## config.mk

```make
export PLATFORM = sky130hd
export DESIGN_NAME = age_pick_postcoder_flat
export DESIGN_NICKNAME = d
export VERILOG_FILES = /design/src/rtl/age_pick_postcoder_if.sv /design/src/rtl/age_pick_postcoder.sv /design/src/flat_wrapper.sv
export SDC_FILE = /design/constraint.sdc
export NUM_CORES = 1
export LEC_CHECK = 0
export CAP_MARGIN = 30
export CORE_UTILIZATION = 50
export DETAILED_ROUTE_END_ITERATION = 7
export HOLD_SLACK_MARGIN = 0.12
export PLACE_DENSITY = 0.71
export SETUP_SLACK_MARGIN = 0.1
export SYNTH_ARGS = -nofsm -noshare
export SYNTH_HDL_FRONTEND = slang
export SYNTH_SLANG_ARGS = --single-unit
export TNS_END_PERCENT = 100
```

## constraint.sdc

```tcl
create_clock -name clk -period 7.5 [get_ports clk]
set_clock_uncertainty 0.2 [all_clocks]
set_input_delay 1.5 -clock clk [delete_from_list [all_inputs] [get_ports clk]]
set_output_delay 1.5 -clock clk [all_outputs]
set_load 0.005 [all_outputs]
```

## src/rtl/age_pick_postcoder_if.sv

```systemverilog
// Handshake bundle for the age-ordered picker: set/flush/head inputs and the
// registered pick output plus occupancy status.
interface age_pick_postcoder_if #(
   parameter int unsigned WIDTH = 5
);
   localparam int unsigned DEPTH = 1 << WIDTH;

   logic             flush_i;
   logic [WIDTH-1:0] head_i;
   logic             set_valid_i;
   logic [WIDTH-1:0] set_idx_i;
   logic             pick_valid_o;
   logic [WIDTH-1:0] pick_idx_o;
   logic             pick_ready_i;
   logic [DEPTH-1:0] pending_o;
   logic [WIDTH:0]   count_o;

   modport master (
      output flush_i,
      output head_i,
      output set_valid_i,
      output set_idx_i,
      output pick_ready_i,
      input  pick_valid_o,
      input  pick_idx_o,
      input  pending_o,
      input  count_o
   );

   modport slave (
      input  flush_i,
      input  head_i,
      input  set_valid_i,
      input  set_idx_i,
      input  pick_ready_i,
      output pick_valid_o,
      output pick_idx_o,
      output pending_o,
      output count_o
   );
endinterface

```

## src/rtl/age_pick_postcoder.sv

```systemverilog
// Age-ordered picker: rotates the pending mask by head, selects the oldest slot and
// post-codes it back to a physical index behind a registered valid/ready output.
module age_pick_postcoder #(
   parameter int unsigned WIDTH = 5,
   parameter int unsigned DEPTH = 1 << WIDTH
) (
   input logic                clk,
   input logic                rst_n,
   age_pick_postcoder_if.slave bus
);

   logic [DEPTH-1:0] pending_q, pending_d;
   logic [DEPTH-1:0] rot;
   logic             pick_valid_q, pick_valid_d;
   logic [WIDTH-1:0] pick_idx_q, pick_idx_d;
   logic [WIDTH-1:0] sel_k;
   logic [WIDTH-1:0] phys;
   logic [WIDTH:0]   pop;
   logic             cand;
   logic             accept;
   logic             load;
   logic             set_ok;

   // Position k of the rotated view is the k-th oldest slot; index wraps naturally.
   always_comb begin
      rot = '0;
      for (int k = 0; k < int'(DEPTH); k++) begin
         rot[k] = pending_q[bus.head_i + WIDTH'(k)];
      end
   end

   // Descending scan so the lowest set position is the last one written.
   always_comb begin
      sel_k = '0;
      for (int k = int'(DEPTH) - 1; k >= 0; k--) begin
         if (rot[k]) begin
            sel_k = WIDTH'(k);
         end
      end
   end

   assign phys   = sel_k + bus.head_i;
   assign cand   = |pending_q;
   assign accept = pick_valid_q && bus.pick_ready_i;
   assign load   = cand && (!pick_valid_q || bus.pick_ready_i);

   // A set aimed at the slot still held in the output register is already in flight.
   assign set_ok = bus.set_valid_i &&
                   !(pick_valid_q && !bus.pick_ready_i && (bus.set_idx_i == pick_idx_q));

   always_comb begin
      pending_d    = pending_q;
      pick_valid_d = pick_valid_q;
      pick_idx_d   = pick_idx_q;
      if (bus.flush_i) begin
         pending_d    = '0;
         pick_valid_d = 1'b0;
      end else begin
         if (set_ok) begin
            pending_d[bus.set_idx_i] = 1'b1;
         end
         if (load) begin
            pending_d[phys] = 1'b0;
            pick_valid_d    = 1'b1;
            pick_idx_d      = phys;
         end else if (accept) begin
            pick_valid_d = 1'b0;
         end
      end
   end

   always_ff @(posedge clk or negedge rst_n) begin
      if (!rst_n) begin
         pending_q    <= '0;
         pick_valid_q <= 1'b0;
         pick_idx_q   <= '0;
      end else begin
         pending_q    <= pending_d;
         pick_valid_q <= pick_valid_d;
         pick_idx_q   <= pick_idx_d;
      end
   end

   always_comb begin
      pop = '0;
      for (int i = 0; i < int'(DEPTH); i++) begin
         pop = pop + (WIDTH + 1)'(pending_q[i]);
      end
   end

   assign bus.pick_valid_o = pick_valid_q;
   assign bus.pick_idx_o   = pick_idx_q;
   assign bus.pending_o    = pending_q;
   assign bus.count_o      = pop + (WIDTH + 1)'(pick_valid_q);

endmodule

```

## src/flat_wrapper.sv

```systemverilog
// flat-port wrapper written by rule: the top's interface ports become plain ports
module age_pick_postcoder_flat 
#(
   parameter int unsigned WIDTH = 5,
   parameter int unsigned DEPTH = 1 << WIDTH
)
  (clk, rst_n, bus_flush_i, bus_head_i, bus_set_valid_i, bus_set_idx_i, bus_pick_ready_i, bus_pick_valid_o, bus_pick_idx_o, bus_pending_o, bus_count_o);
  age_pick_postcoder_if #(.WIDTH(WIDTH)) bus_i ();
  input logic clk;
  input logic rst_n;
  input wire logic [$bits(bus_i.flush_i)-1:0] bus_flush_i;
  input wire logic [$bits(bus_i.head_i)-1:0] bus_head_i;
  input wire logic [$bits(bus_i.set_valid_i)-1:0] bus_set_valid_i;
  input wire logic [$bits(bus_i.set_idx_i)-1:0] bus_set_idx_i;
  input wire logic [$bits(bus_i.pick_ready_i)-1:0] bus_pick_ready_i;
  output wire logic [$bits(bus_i.pick_valid_o)-1:0] bus_pick_valid_o;
  output wire logic [$bits(bus_i.pick_idx_o)-1:0] bus_pick_idx_o;
  output wire logic [$bits(bus_i.pending_o)-1:0] bus_pending_o;
  output wire logic [$bits(bus_i.count_o)-1:0] bus_count_o;
  assign bus_i.flush_i = bus_flush_i;
  assign bus_i.head_i = bus_head_i;
  assign bus_i.set_valid_i = bus_set_valid_i;
  assign bus_i.set_idx_i = bus_set_idx_i;
  assign bus_i.pick_ready_i = bus_pick_ready_i;
  assign bus_pick_valid_o = bus_i.pick_valid_o;
  assign bus_pick_idx_o = bus_i.pick_idx_o;
  assign bus_pending_o = bus_i.pending_o;
  assign bus_count_o = bus_i.count_o;
  age_pick_postcoder #(.WIDTH(WIDTH), .DEPTH(DEPTH)) u_core (.clk(clk), .rst_n(rst_n), .bus(bus_i));
endmodule
```

==> summary.txt <==
Floorplan
  • Rows: 41
  • I/O Pins: 59
  • Die Ht: 115.7 um
  • Initial core utilization: 0.5126
  • CORE AREA: 12620 sq um
  • Die area: 13400 sq um
  • Die X: 115.7 um

Critical path
  • Worst setup SP type: register
  • Setup CP Type: reg -> out
  • Worst setup endpoint: bus_count_o[5]
  • Crit Path Max Fanout: 2
  • Highest-delay cell along the critical path: fa_1
  • Worst Setup SP: u_core.bus.pending_o[0]
  • Critical Path Max Stage Delay: 530 ps
  • FF-to-FF End: u_core.bus.pending_o[7]
  • Worst R2R Setup Slack: 2070 ps
  • CP required: 5800 ps
  • FF-to-FF path depth: 19
  • CP endpoint kind: output port
  • Most used cell, CP: fa_1
  • Reg2Reg Launch Point: u_core.bus.pending_o[28]
  • CP arrival: 5440 ps
  • Critical path cell sequence: inv_1 -> ha_1 -> inv_1 -> fa_1 -> inv_1 -> fa_1 -> fa_1 -> fa_1 -> fa_1 -> fa_1 -> ha_1 -> a21o_1 -> a21oi_2 -> nor2b_1 -> o21a_1 -> clkdlybuf4s50_1

Synth
  • Synthesized area: 6469 sq um
  • Ys Warns: 0
  • Post-synth net total: 754
  • Post-synth EDFFs: 0
  • Seq/Total Area, Yosys: 0.1470
  • Cell count after synthesis: 687
  • Top_reg_cell synth: dfrtp_1
  • Ys async rst share: 1.000
  • Syn_area_per_cell: 9.416 sq um
  • Yosys reg bits: 38
  • Distinct cell type count after synthesis: 55

Timing
  • Worst Tran Pin Value: 947.0 ps
  • Sum Neg Setup Slack: 0 ps
  • Unrepaired setup endpoints after global routing: false
  • Fin crit period: 7140 ps
  • Slew HR: 0.3641
  • Final setup viols: 0
  • Fin. max-slew vios: 0
  • Max Fclk: 0.1401 GHz
  • Final Hold Fails: 0
  • Tcrit/Tclk final: 0.9520

Clock network
  • Total CTS buffers: 5
  • Clk root buf: clkbuf_16
  • Num Clock Sinks: 38
  • H-Tree Depth: 2
  • CTS tree: done
  • Latest clock arrival within the worst-skew pair: 280 ps
  • Setup Fix Bufs, Post-CTS: 0
  • CTS clk-pin slew, worst paths: 60 ps
  • Post-CTS sizing: 0
  • CTS Buffer Depth: 2
  • Hold-fix buffers, CTS: 0

Layout
  • Multi-input logic area: 5139 sq um
  • Layout Cells excl Fill: 935
  • Final net count: 828
  • Layout area overhead: 18.45%
  • Filler cell count: 1080
  • Final Core Density: 0.6072
  • Storage cell area: 950.9 sq um
  • Ratio of cells with drive above 1 in the final layout: 0.2034

Global routing
  • Initial antenna violation count: 1
  • Number of global-route vias before repair: 5981
  • Pin count of the biggest net entering global routing: 39
  • Total grt overflow: 0
  • Tot GR Track Use: 0.3426
  • Global-route wire length before repair: 33960 um

Route
  • Antenna Nets Post-Route: 0
  • DR vias/cell: 6.684
  • Pre-antenna DRT Iters: 5
  • Via count: 6250
  • Wirelength per Cell: 23.59 um
  • Initial DRC count: 646
  • Residual DRC: 0
  • Routed WL: 22060 um

Power
  • Pleak: 3.387 nW
  • Pwr dens: 136.1 nW/um^2
  • Maximum vdd drop: 0.0001183 V

Worst hold path
  • HP Class: reg -> reg

Placed design
  • Routability cong.: 1.015
  • Detail Placement HPWL: 17170 um
  • I/O Buffers: 58
  • Placed insts: 926

Flow run
  • Max capacitance violation total: 0

Outcome
  • Run status: completed
## state kept, by name (all words and copies together), names as in the netlist
register and flops:
u_core.bus.pending_o 32, u_core.bus.pick_idx_o 5, u_core.bus.pick_valid_o 1
## how the worst min path moves through the flow
| stage | slack, ps | startpoint | to | cells after the start |
|---|---|---|---|---|
| 2_1_floorplan | 310 | u_core.bus.pick_idx_o[2] | u_core.bus.pick_idx_o[2] | 2 |
| 3_5_place_dp | 330 | u_core.bus.pick_idx_o[3] | u_core.bus.pick_idx_o[3] | 2 |
| 3_3_place_gp | 330 | u_core.bus.pick_idx_o[3] | u_core.bus.pick_idx_o[3] | 2 |
| 5_1_grt | 380 | u_core.bus.pick_idx_o[3] | u_core.bus.pick_idx_o[3] | 2 |
| 6_report | 370 | u_core.bus.pick_idx_o[4] | u_core.bus.pick_idx_o[4] | 1 |
| 4_1_cts | 360 | u_core.bus.pick_idx_o[3] | u_core.bus.pick_idx_o[3] | 2 |
## cell usage in the layout, fill, tap and decap left out, drive strengths merged, types with 9 or more instances in the layout
cell           instances
nor4                   9
ha                    26
inv                   49
buf                   53
nand2                 60
xnor2                 29
o21bai                15
a21o                   9
mux2i                 46
dfrtp                 38
nand4                  9
mux4                  68
fa                    26
nor2                  25
a21oi                 62
clkdlybuf4s50         55
nor3                  70
or2                   17
o21ai                  9
## report_power, final
group          internal (mW)  total [mW]  switching (mW)
Clock                  0.156       0.244          0.0883
Combinational          0.234       0.557           0.323
Sequential             0.222       0.242          0.0205
## critical path: cells and delay by family, from the launching register on
family	cells	cell delay, ps
fa+ha+maj	8	3560
buf+inv	4	610
compound gates	3	510
flops	1	410
simple gates	1	70
## metal layers
metal / GRT usage / share of wire / vias up
met5: 0 / 0 / -
met4: 0.2333 / 0.077 / 0
met3: 0.04603 / 0.079 / 106
met2: 0.5561 / 0.47 / 394
met1: 0.4292 / 0.37 / 3055
li1: - / - / 2695
## through the flow
stage	hold slack (ps)	area (sq um)	setup WS, ps	power, mW
6_report	366.2	7662	360.2	1.043
5_1_grt	381.8	7660	128.5	1.086
4_1_cts	359.0	7654	135.0	1.029
3_5_place_dp	332.6	7488	262.3	0.7865
3_3_place_gp	328.3	7428	373.0	0.7642
2_1_floorplan	313.6	6469	510.0	0.5905
## cell usage after synthesis (all sizes together), types with 3 or more instances
cell     n  area [sq um]
xor2     7         61.31
dfrtp   38         950.9
mux2     5         56.30
a31oi    3         18.77
nand2   60         225.2
buf     20         116.4
fa      26         520.5
nand3    3         15.01
nor3b    8         60.06
mux2i   46         460.4
nand4    9         56.30
inv     49         183.9
nor4     9         56.30
xnor2   29         254.0
mux4    68          1531
clkbuf  22         82.58
ha      26         325.3
nor2    25         93.84
a21oi   62         310.3
o21ai    9         45.04
nand2b   4         25.02
nor3    70         350.3
a211oi   4         30.03
a21o     9         67.56
nor2b    8         50.05
nand3b   6         45.04
or2     17         108.9
a21boi   4         30.03
o21bai  15         112.6
## layout make-up
class	count	area share
Clock inverter	3	0.005225
Inverter	49	0.02400
Antenna cell	1	0.0003266
Sequential cell	38	0.1241
Clock buffer	5	0.01633
Multi-Input combinational cell	558	0.6706
Timing Repair Buffer	109	0.1313
Tap cell	172	0.02809
## kinds of logic (layout without fill, tap and decap cells)
kind of cell,count (synthesis),in the layout,synth area share
other cells,0,1,0
fa+ha+maj,52,52,0.1308
buf+inv,91,166,0.05919
simple gates,230,230,0.1839
mux,119,119,0.3166
flops,38,38,0.1470
compound gates,121,121,0.1137
xor+xnor,36,36,0.04874
(Power assumes the default switching activity.)
==> RTL edit 1: new RTL, same settings <==
`WIDTH` is set to 5 in 3 places; all go to 6.
--- a/src/rtl/age_pick_postcoder_if.sv
+++ b/src/rtl/age_pick_postcoder_if.sv
@@ -1,7 +1,7 @@
 // Handshake bundle for the age-ordered picker: set/flush/head inputs and the
 // registered pick output plus occupancy status.
 interface age_pick_postcoder_if #(
-   parameter int unsigned WIDTH = 5
+   parameter int unsigned WIDTH = 6
 );
    localparam int unsigned DEPTH = 1 << WIDTH;
 
--- a/src/rtl/age_pick_postcoder.sv
+++ b/src/rtl/age_pick_postcoder.sv
@@ -1,7 +1,7 @@
 // Age-ordered picker: rotates the pending mask by head, selects the oldest slot and
 // post-codes it back to a physical index behind a registered valid/ready output.
 module age_pick_postcoder #(
-   parameter int unsigned WIDTH = 5,
+   parameter int unsigned WIDTH = 6,
    parameter int unsigned DEPTH = 1 << WIDTH
 ) (
    input logic                clk,
--- a/src/flat_wrapper.sv
+++ b/src/flat_wrapper.sv
@@ -1,7 +1,7 @@
 // flat-port wrapper written by rule: the top's interface ports become plain ports
 module age_pick_postcoder_flat 
 #(
-   parameter int unsigned WIDTH = 5,
+   parameter int unsigned WIDTH = 6,
    parameter int unsigned DEPTH = 1 << WIDTH
 )
   (clk, rst_n, bus_flush_i, bus_head_i, bus_set_valid_i, bus_set_idx_i, bus_pick_ready_i, bus_pick_valid_o, bus_pick_idx_o, bus_pending_o, bus_count_o);
Interface: changed (5 resized); port bits go from 59 to 95. No check against the original RTL was run, so the function may have changed too.
==> RTL edit 1 against the unedited design <==
- sequential power increased by 75%
- final area increased by 130%
- critical path type unchanged
- wire length increased by 150%
- synthesized area increased by 110%
- die area increased by 110%
- non-clock buffer count increased by 272
- global-route usage increased by 5.5 points
- critical path depth increased by 6
- hold slack improved by 0.0086 ns
- setup slack got worse by 0.82 ns
- synthesized cell count increased by 85%
- the run now ends with setup timing left
- sequential cell count increased by 33
- power increased by 92%
==> RTL edit 1: results (changes against the unedited design) <==
Status: finished, violations left
Violated checks: setup timing
R2R cell count: 20 (+1)
H-tree levels: 3 (+1)
DR WL/cell: 28.5 um (+21%)
Vias in the first global route: 13,600 (+130%)
Hold EP: u_core.bus.pick_idx_o[1]
# setup viols final: 6 (+6)
CP peak stage delay: 0.56 ns (+0.03 ns)
Setup_tns: -1.47 ns (-1.47 ns)
Total GRT Usage: 39.8% (+5.5 points)
Area after DPL: 16,900 sq um (+130%)
R2R Setup Slk: 1.52 ns (-0.55 ns)
Slew HR: 39.2% (+2.8 points)
Gpl congestion: 1.01 (-0.84%)
Worst setup margin: -0.457 ns (-0.818 ns)
Seq/Total Area, Yosys: 13.1% (-1.6 points)
Sw frac: 40.4% (-0.96 points)
R2r startpoint: u_core.bus.pending_o[13]
Nets: 1,705 (+110%)
Ratio of cells with drive above 1 in the final layout: 39.4% (+19 points)
Clk. pwr: 0.395 mW (+62%)
DR WL met2: 25.2 mm (+140%)
Pleak: 7.29 nW (+120%)
Top post-synthesis cells by area: mux4_2 (30%), dfrtp_1 (13%), fa_1 (8.3%), mux2i_1 (7.4%), xnor2_1 (4.3%)
Cell variety after synth: 73 (+33%)
==> RTL edit 1: cell types whose count changed after synthesis, moves of 41 or more <==
cell	change
mux4_2	+115
inv_1	+73
a211oi_1	+63
mux2i_1	+54
a21oi_1	+42
nor3_1	-41
==> RTL edit 1: cell families (layout without fill, tap and decap cells) <==
family | after synthesis | after routing | share of synthesized area [%]
compound gates | 259 | 259 | 12.5
mux | 335 | 335 | 42.2
fa+ha+maj | 96 | 96 | 12.0
flops | 71 | 71 | 13.1
buf+inv | 194 | 522 | 6.02
xor+xnor | 75 | 75 | 4.90
simple gates | 239 | 239 | 9.23
==> RTL edit 1: timing repair <==
action / 4_1_cts / 5_1_grt
hold buffers: 0 / 0
gates cloned: 0 / 1
buffers inserted: 4 / 5
endpoints found under the setup margin: 71 / 70
resized for setup: 41 / 49
pin swaps: 17 / 16
==> RTL edit 1: layout make-up <==
type / count / area, sq um / area share [%]
inverters: 125 / 469 / 2.67
repair buffers: 381 / 3220 / 18.4
clock inverters: 6 / 47.5 / 0.271
flip-flops and latches: 71 / 1780 / 10.1
multi-input cells: 1004 / 11400 / 64.9
well taps: 335 / 419 / 2.39
clock buffers: 10 / 229 / 1.31
==> RTL edit 1: worst max path at each step <==
| stage | endpoint | cells past startpoint |
|---|---|---|
| after floorplan | u_core.bus.pending_o[0] | 26 |
| after global placement | bus_count_o[6] | 23 |
| after detailed placement | bus_count_o[6] | 20 |
| after CTS | bus_count_o[6] | 22 |
| after global routing | bus_count_o[6] | 22 |
| final | bus_count_o[6] | 22 |
==> RTL edit 1: layer usage <==
layer  vias to the layer above  GRT usage (%)
li1                       5566              -
met5                         -              0
met1                      6542           49.1
met4                         2           28.6
met3                       277           6.87
met2                       989           63.7
==> RTL edit 2: new RTL, config.mk and constraints unchanged <==
Made on the original files. Put a register stage on the output `bus.count_o`, without a reset. The value now appears one clock later.
--- a/src/rtl/age_pick_postcoder.sv
+++ b/src/rtl/age_pick_postcoder.sv
@@ -91,7 +91,9 @@
    assign bus.pick_valid_o = pick_valid_q;
    assign bus.pick_idx_o   = pick_idx_q;
    assign bus.pending_o    = pending_q;
-   assign bus.count_o      = pop + (WIDTH + 1)'(pick_valid_q);
+   always_ff @(posedge clk) begin
+      bus.count_o <= pop + (WIDTH + 1)'(pick_valid_q);
+   end
 
 endmodule
 
Check against the original RTL: not equivalent (Yosys sat finds a counterexample within 4 cycles, from zero or initial values and one cycle with rst_n low).
==> RTL edit 2 against the unedited design <==
- via count is 1.9% higher
- critical path type is now in2reg
- die area increased by 7.8%
- sequential share of layout area rose by 1.0 points
- count of clock-buffer cells in the layout increased by 1
- synthesized area grew 7.9%
- final area up 4.2%
- sequential power is 18% higher
- power increased by 6.3%
- sequential cell count grew 6
- wire length increased by 3.9%
- setup slack better by 0.064 ns
==> RTL edit 2: results (changes against the unedited design) <==
Status: completed
Logic pwr share: 51.5% (-1.9 points)
Ys async rst share: 86.4% (-14 points)
DR WL met2: 11.2 mm (+8.0%)
Hold depth: 2 (+1)
Crit path from: bus_head_i[1]
Multi-In Gates: 556 (-0.36%)
Top post-synthesis cells by area: mux4_2 (25%), dfrtp_1 (14%), fa_1 (7.5%), mux2i_1 (4.9%), ha_1 (4.7%)
DR WL/cell: 24.9 um (+5.4%)
Syn nets: 757 (+0.40%)
Count of non-CTS inverters in the layout: 48 (-2.0%)
Met1 Usage GRT: 40.4% (-2.5 points)
Vias in the first global route: 6,344 (+6.1%)
Metal1 wirelength: 8.23 mm (+0.40%)
Post-synth top cells: mux4_2 (79), a21oi_1 (63), nand2_1 (52)
Met2 Use GR: 53.9% (-1.7 points)
Global-route wire length before repair: 35.6 mm (+4.9%)
Non-clk bufs: 90 (-17%)
Post-DP HPWL: 16.9 mm (-1.9%)
Compound-Gate Fraction of Synth Area: 10.1% (-1.2 points)
Hold EP: u_core.bus.pick_idx_o[2]
Pleak: 3.38 nW (-0.20%)
WL met3: 1.92 mm (+10%)
Non-clock buffer share: 10.7% (-2.5 points)
Ratio of cells with drive above 1 in the final layout: 25.3% (+5.0 points)
Starting DRT DRC Count: 708 (+9.6%)
Critical Path Sink: u_core.bus.pending_o[7]
Kind of cell adding the most delay to the critical path: simple AND/OR/NAND/NOR gates
Slew HR: 33.9% (-2.5 points)
Post-synthesis adder-cell area fraction: 12.1% (-0.96 points)
Fill count: 1,194 (+11%)
ANT cells: 0 (-1)
Slowest CP cell: clkdlybuf4s50_1
Initial antenna violation count: 0 (-1)
CP peak stage delay: 0.50 ns (-0.03 ns)
Gpl congestion: 0.959 (-5.5%)
[RTL edit 2: cell types whose count changed after synthesis, moves of 3 or more]
cell / unedited run / this run
mux4_2: 68 / 79
mux2i_1: 46 / 34
buf_6: 2 / 7
nand4_1: 9 / 13
nor3_1: 70 / 39
inv_2: 1 / 4
xor2_1: 7 / 4
inv_1: 48 / 44
clkbuf_1: 22 / 17
nor3_2: 0 / 31
xnor2_2: 0 / 4
nand2_1: 60 / 52
dfxtp_1: 0 / 6
[RTL edit 2: per-stage QoR]
stage                     worst slack, ns  power, mW  instances  util [%]  instance area (sq um)
after floorplan                     0.800      0.676        690         -                   6980
after global placement              0.340      0.825        912      57.7                   7760
after detailed placement            0.196      0.847        914      58.1                   7820
after CTS                           0.491       1.10        922      59.3                   7980
after global routing                0.129       1.16        922      59.4                   7990
final                               0.425       1.11        922      59.4                   7990
